**config.mk**
```make
export PLATFORM = sky130hd
export DESIGN_NAME = irq_controller
export DESIGN_NICKNAME = d
export VERILOG_FILES = /design/src/rtl/irq_controller.sv
export SDC_FILE = /design/constraint.sdc
export NUM_CORES = 1
export LEC_CHECK = 0
export BUFFER_PORTS_ARGS = -buffer_cell sky130_fd_sc_hd__buf_2
export CORE_MARGIN = 2
export CORE_UTILIZATION = 50
export CTS_CLUSTER_DIAMETER = 60
export DETAILED_ROUTE_END_ITERATION = 12
export MAX_ROUTING_LAYER = met4
export PLACE_DENSITY_LB_ADDON = 0.05
export SLEW_MARGIN = 20
export SYNTH_ARGS = -nofsm -noshare
export SYNTH_HDL_FRONTEND = slang
export SYNTH_SLANG_ARGS = --single-unit
```
**constraint.sdc**
```tcl
create_clock -name clk -period 77.4 [get_ports clk]
set_clock_uncertainty 0.2 [all_clocks]
set_input_delay 7.74 -clock clk [delete_from_list [all_inputs] [get_ports clk]]
set_output_delay 7.74 -clock clk [all_outputs]
set_load 0.01 [all_outputs]
```
**src/rtl/irq_controller.sv**
```systemverilog
// Interrupt controller: latches source pulses into a W1C active register, masks them
// with per-source enables, and presents the highest-priority request to the CPU.
module irq_controller #(
  parameter logic [23:0] IRQ_PRI = 24'h2020,
  parameter logic [23:0] IRQ_ENA = 24'h2023,
  parameter logic [23:0] IRQ_ACT = 24'h2027
) (
  input  logic        clk,
  input  logic        reset,
  input  logic        clk_ce,
  input  logic        bus_write,
  input  logic        bus_read,
  input  logic [23:0] bus_address_in,
  input  logic [7:0]  bus_data_in,
  output logic [7:0]  bus_data_out,
  input  logic [31:0] irq_in,
  output logic        irq_req,
  output logic [4:0]  irq_vector,
  output logic [1:0]  irq_level
);

  logic [31:0] r_act;
  logic [31:0] r_ena;
  logic [15:0] r_pri;
  logic        r_req;
  logic [4:0]  r_vector;
  logic [1:0]  r_level;

  logic [23:0] w_off_pri;
  logic [23:0] w_off_ena;
  logic [23:0] w_off_act;
  logic        w_hit_pri;
  logic        w_hit_ena;
  logic        w_hit_act;
  logic [31:0] w_act_clr;
  logic [3:0]  w_ena_we;
  logic [1:0]  w_pri_we;
  logic [1:0]  w_best_lvl;
  logic [4:0]  w_best_vec;
  logic        w_unused;

  // Reads have no side effects, so the strobe carries no information here.
  assign w_unused = bus_read;

  assign w_off_pri = bus_address_in - IRQ_PRI;
  assign w_off_ena = bus_address_in - IRQ_ENA;
  assign w_off_act = bus_address_in - IRQ_ACT;
  assign w_hit_pri = (w_off_pri < 24'd2);
  assign w_hit_ena = (w_off_ena < 24'd4);
  assign w_hit_act = (w_off_act < 24'd4);

  // NOTE: every combinational output gets a default first so no path infers a latch.
  always_comb begin
    bus_data_out = 8'h00;
    if (w_hit_pri)      bus_data_out = r_pri[{w_off_pri[0], 3'b000} +: 8];
    else if (w_hit_ena) bus_data_out = r_ena[{w_off_ena[1:0], 3'b000} +: 8];
    else if (w_hit_act) bus_data_out = r_act[{w_off_act[1:0], 3'b000} +: 8];
  end

  always_comb begin
    w_act_clr = '0;
    w_ena_we  = '0;
    w_pri_we  = '0;
    if (bus_write) begin
      if (w_hit_act) w_act_clr[{w_off_act[1:0], 3'b000} +: 8] = bus_data_in;
      if (w_hit_ena) w_ena_we[w_off_ena[1:0]] = 1'b1;
      if (w_hit_pri) w_pri_we[w_off_pri[0]]   = 1'b1;
    end
  end

  // Strict '>' over ascending index keeps the lowest index on a level tie; level 0 never wins.
  always_comb begin
    w_best_lvl = 2'd0;
    w_best_vec = 5'd0;
    for (int i = 0; i < 32; i++) begin
      if (r_act[i] && r_ena[i] && (r_pri[2*(i/4) +: 2] > w_best_lvl)) begin
        w_best_lvl = r_pri[2*(i/4) +: 2];
        w_best_vec = 5'(i);
      end
    end
  end

  // NOTE: sequential state uses non-blocking assignments so all registers update together.
  always_ff @(posedge clk or posedge reset) begin
    if (reset) begin
      r_act    <= '0;
      r_ena    <= '0;
      r_pri    <= '0;
      r_req    <= 1'b0;
      r_vector <= '0;
      r_level  <= '0;
    end else if (clk_ce) begin
      // Set is OR-ed in after the clear so a same-cycle pulse survives.
      r_act <= (r_act & ~w_act_clr) | irq_in;
      for (int k = 0; k < 4; k++)
        if (w_ena_we[k]) r_ena[8*k +: 8] <= bus_data_in;
      for (int k = 0; k < 2; k++)
        if (w_pri_we[k]) r_pri[8*k +: 8] <= bus_data_in;
      r_req    <= (w_best_lvl != 2'd0);
      r_vector <= w_best_vec;
      r_level  <= w_best_lvl;
    end
  end

  assign irq_req    = r_req;
  assign irq_vector = r_vector;
  assign irq_level  = r_level;

endmodule
```
## Word-level counts from Yosys, hierarchy flattened

Index checks and enable logic that the tools add are counted.

- Register bits after elaboration: 88
- Bits of input ports: 69
- Word-level logic and storage cells: 211

- Add/sub/neg operators: 4
- $lt $le $gt $ge: 39
- Shift-type cells: 5
- Muxes and demuxes: 76
- Bitwise gates (word level): 4
- Reduce and logical (&&, ||, !) cells: 73

Operators with widths:

| kind | number |
|---|---|
| $mux 5 | 30 |
| $sub 24x14->24 const B | 3 |
| $mux 2 | 34 |
| $logic_and 1x1->1 | 66 |
| $and 32x32->32 | 2 |
| $mux 32 | 2 |
| $shiftx 32x6->8 | 2 |
| $gt 2x2->1 | 31 |
| $lt 24x3->1 const B | 2 |
| $not 32->32 | 1 |
| $or 32x32->32 | 1 |
| $shift 8x7->32 const A | 1 |
| $shiftx 8x7->32 | 1 |
| $lt 24x2->1 const B | 1 |
| $mux 8 | 3 |
| $shiftx 16x5->8 | 1 |
| $reduce_and 2->1 | 6 |
| $mux 4 | 2 |
| $neg 5->7 | 1 |
| $lt 2x3->1 const B | 1 |
| $mux 1 | 3 |
| $demux 1 s2 | 1 |
| $ge 2x1->1 const B | 1 |
| $gt 2x1->1 const B | 1 |
| 4 further kinds | 4 |

## Depth between registers and ports, before layout

- Depth after elaboration: 97
- Depth in mapped cells: 188
- Depth with buffers taken out: 188

## Least setup slack after synthesis

Ideal clock, no wire load.

- Path type: flip-flop to flip-flop
- Start point: reg r_act[0]
- End point: reg r_req, in the netlist irq_req
- Library setup time: 0.141 ns
- Arrival: 32.324 ns
- Data required time: 77.059 ns
- Slack: 44.735 ns
- Stages on the path, launching flop included: 184
- Path buffers: 0
- Path through: dfrtp_1 a22oi_4 nor2_1 ha_1 nor2_1 o21bai_1 a21oi_1 ha_1 nor3_1 a311oi_1 a21oi_1 ha_1 nor2_1 maj3_1 nand3_1 nand2_1 o21ai_0 ha_1 (+148 left out) nor2_1 a31oi_1 o32a_1 nor2b_1 nand2_1 o21ai_0 ha_1 nand2_1 o2111ai_1 nand2_1 mux2_2 ha_1 nand2_1 o2111ai_1 and2_1 and3b_1 mux2i_1 a31oi_1

- Longest elaborated chain between the ends: 97

RTL lines:

| element | RTL line | RTL |
|---|---|---|
| from (decl) | 22 | `logic [31:0] r_act;` |
| from (signal assigned) | 94 | `r_act <= (r_act & ~w_act_clr) \| irq_in;` |
| $logic_and 1x1->1 (*) (2 in a row) | 76 | `if (r_act[i] && r_ena[i] && (r_pri[2*(i/4) +: 2] > w_best_lvl)) begin` |
| $mux 2 (*) | 76 |  |
| $gt 2x2->1 | 76 |  |
| $logic_and 1x1->1 | 76 |  |
| $mux 2 (*) | 76 |  |
| $gt 2x2->1 | 76 |  |
| $logic_and 1x1->1 | 76 |  |
| $mux 2 (*) | 76 |  |
| (+80 left out) | -- |  |
| $mux 2 (*) | 76 |  |
| $gt 2x2->1 | 76 |  |
| $logic_and 1x1->1 | 76 |  |
| $mux 2 (*) | 76 |  |
| $gt 2x2->1 | 76 |  |
| $logic_and 1x1->1 | 76 |  |
| $mux 2 (*) | 76 |  |
| $reduce_bool 2->1 (*) | 99 | `r_req <= (w_best_lvl != 2'd0);` |
| to (signal assigned) | 99 |  |
| to (decl) | 25 | `logic r_req;` |

Mark *: on every way between the ends. The rest lies on a longest branch, timed or not.
A chain may end at the register's enable or synchronous reset.

## Worst setup path after layout

Same ends and word-level chain as after synthesis.

==> results.json <==
{
  "ys_seq_area_frac": 0.289,
  "route.detailed.drc": 0,
  "syn_avg_cell_area_sq_um": 8.58,
  "cp.required_ps": 77370,
  "grt_max_degree": 89,
  "setup_viol": 0,
  "slew_viol_final": 0,
  "ys_async_sr_fraction": 1.00,
  "drt_iter0_drc": 469,
  "hold_buffers": 0,
  "numCtsBuffers": 9,
  "fin_setup_tns_ps": 0,
  "ys_ff_latch": 88,
  "numPortBuffers": 83,
  "clk-insertion-delay-late_ps": 340,
  "std_cell_rows": 45,
  "drtPass1Iterations": 4,
  "maxClockFrequency_mhz": 26.6,
  "place_congestion": 0.968,
  "die_x_um": 127,
  "powerDensity_mw_per_mm2": 12.1,
  "root_buffer": "clkbuf_16",
  "synth_nets": 995,
  "period_share": 0.486,
  "worst_pin_slew_ps": 989,
  "yosys-top-cells-area": "dfrtp_1, nand2_1, ha_1",
  "htreeDepth": 3,
  "die_h_um": 127,
  "synth_most_common_cell": "nand2_1",
  "cts-resized-gates": 0,
  "drive_gt1_frac": 0.209,
  "synth_cells": 887,
  "peakVddDrop_uv": 12.3,
  "coreArea_sq_mm": 0.0150,
  "grt_use_total": 0.317,
  "path_class": "reg -> reg",
  "overflow": 0,
  "worstPathArrival_ps": 37610,
  "fin_area_sq_mm": 0.00843,
  "rsz0062_at_grt": "no",
  "routedWlPerCell_um": 21.6,
  "antenna_left": 0,
  "maxSlewHeadroom": 0.341,
  "netlist_area_sq_mm": 0.00761,
  "crit_slowest_cell": "o41ai_1",
  "cp_max_fo": 8,
  "via_count": 7330,
  "dpl_cell_area_sq_mm": 0.00812,
  "area_growth_pct": 10.7,
  "hold_path.class": "reg -> reg",
  "dp_hpwl_mm": 18.8,
  "status": "finished clean",
  "slowest_delay_ps": 620,
  "fin_nets": 1053,
  "netlist.area_leader.share": 0.289,
  "postCtsSetupBuffers": 0,
  "maxCapViolCount": 0,
  "clk_path_buf_depth": 2,
  "start_util": 0.506,
  "first_global_vias": 6979,
  "ios": 85,
  "via_per_inst": 6.44,
  "p_total_mw": 0.102,
  "yosysTopAreaCell": "dfrtp_1",
  "critPathLaunchType": "register",
  "yosys_warnings": 0,
  "fin_hold_ws_ps": 332,
  "antenna_cells": 0,
  "finalCriticalPeriod_ps": 37640,
  "antenna_found_initial": 0,
  "synth_edf_count": 0,
  "netlist_top_cells_count": "nand2_1, dfrtp_1, nor2_1, o21ai_0, a21oi_1",
  "hold_start": "irq_level[1]",
  "crit_top_cell": "ha_1",
  "routed_wirelength_mm": 24.5,
  "synth_cell_type_count": 91,
  "cp-end-kind": "register",
  "path_clk_slew_ps": 70,
  "grt_pass1_wl_mm": 38.4,
  "cts_sinks": 88,
  "reg2reg_from": "r_act[0]",
  "hold_viol": 0,
  "synth_flop_cell": "dfrtp_1",
  "cp-startpoint": "r_act[0]",
  "design.die.area_sq_mm": 0.0162,
  "p_leak_nw": 3.88,
  "cts_tree": "done"
}
-- metal layers --
layer | up-vias | track usage | wire (um)
met5 | - | - | 0
met4 | 0 | 0.122 | 981
met3 | 54 | 0.0582 | 1900
met2 | 297 | 0.496 | 11400
met1 | 3560 | 0.411 | 10300
li1 | 3419 | - | -
-- critical path: cells and delay by family (launching register included) --
family,cells,cell delay (ps)
mux,10,3440
flops,1,450
fa+ha+maj,32,9000
compound gates,62,11530
simple gates,78,12780
-- cells in the final DEF, fill, tap and decap left out, types with 4 or more instances in the layout --
cell | netlist | layout
dfrtp_1 | 88 | 88
nand2_1 | 131 | 131
a21oi_1 | 44 | 44
o2111ai_1 | 6 | 6
o22ai_1 | 4 | 4
mux4_2 | 16 | 16
clkbuf_16 | 0 | 9
ha_1 | 39 | 39
a22o_1 | 34 | 34
xnor2_1 | 9 | 9
nand4_1 | 10 | 10
or2_2 | 5 | 5
o21a_1 | 5 | 5
mux2_2 | 43 | 43
mux2i_1 | 9 | 9
and3_1 | 6 | 6
inv_1 | 29 | 28
a31oi_1 | 17 | 17
a21o_1 | 9 | 9
o31ai_1 | 7 | 7
and2_1 | 10 | 10
nand3_1 | 22 | 22
or3_1 | 5 | 5
buf_2 | 7 | 83
xor2_1 | 4 | 4
nor4_1 | 7 | 7
nor2b_1 | 9 | 9
o21ai_0 | 52 | 52
a22oi_1 | 4 | 4
o21ai_1 | 4 | 4
o221ai_1 | 8 | 8
nor3_1 | 33 | 33
nor2_1 | 79 | 79
nand2b_1 | 18 | 18
-- path summary, 6_finish.rpt --
| kind | end | cells past startpoint | slack [ps] |
|---|---|---|---|
| min in group asynchronous | r_act[19] | 3 | 7380 |
| min | irq_level[1] | 2 | 330 |
| min reg2reg | irq_level[1] | 2 | 330 |
| max | irq_req | 182 | 39760 |
| max in group asynchronous | irq_vector[2] | 3 | 69050 |
| max reg2reg | irq_req | 182 | 39760 |
-- metrics by stage --
step                      setup slack [ps]  cells  utilization
after floorplan                      44730    887            -
after global placement               41120   1122        0.540
after detailed placement             40290   1122        0.540
after CTS                            40190   1138        0.560
after global routing                 36350   1138        0.561
final                                39760   1138        0.561
-- logic make-up (layout without fill, tap and decap cells) --
kind of cell	Yosys count	count (layout)	synth area share
buffers and inverters	68	131	0.0363
AOI/OAI and AO/OA	250	250	0.241
muxes	71	71	0.129
adders and majority gates	41	41	0.0667
xor gates and xnor gates	13	13	0.0150
and+or+nand+nor	356	356	0.223
DFF	88	88	0.289
-- power by group --
group,internal [mW],switching (mW),total [mW]
clock network,0.0262,0.0194,0.0456
registers,0.0462,0.000143,0.0464
logic,0.00364,0.00653,0.0102
total,0.0761,0.0261,0.102
-- state kept, by name (all words and copies together) (netlist names) --
register / cells
irq_level: 2
irq_req: 1
irq_vector: 5
r_act: 32
r_ena: 32
r_pri: 16
-- area by class of cell --
type | count | area, sq um
Inverter | 29 | 110
Timing Repair Buffer | 86 | 442
Tap cell | 188 | 235
Sequential cell | 88 | 2200
Clock inverter | 5 | 62.6
Multi-Input combinational cell | 731 | 5130
Fill cell | 1362 | 6610
Clock buffer | 11 | 243
Power figures use the tool's default switching activity.
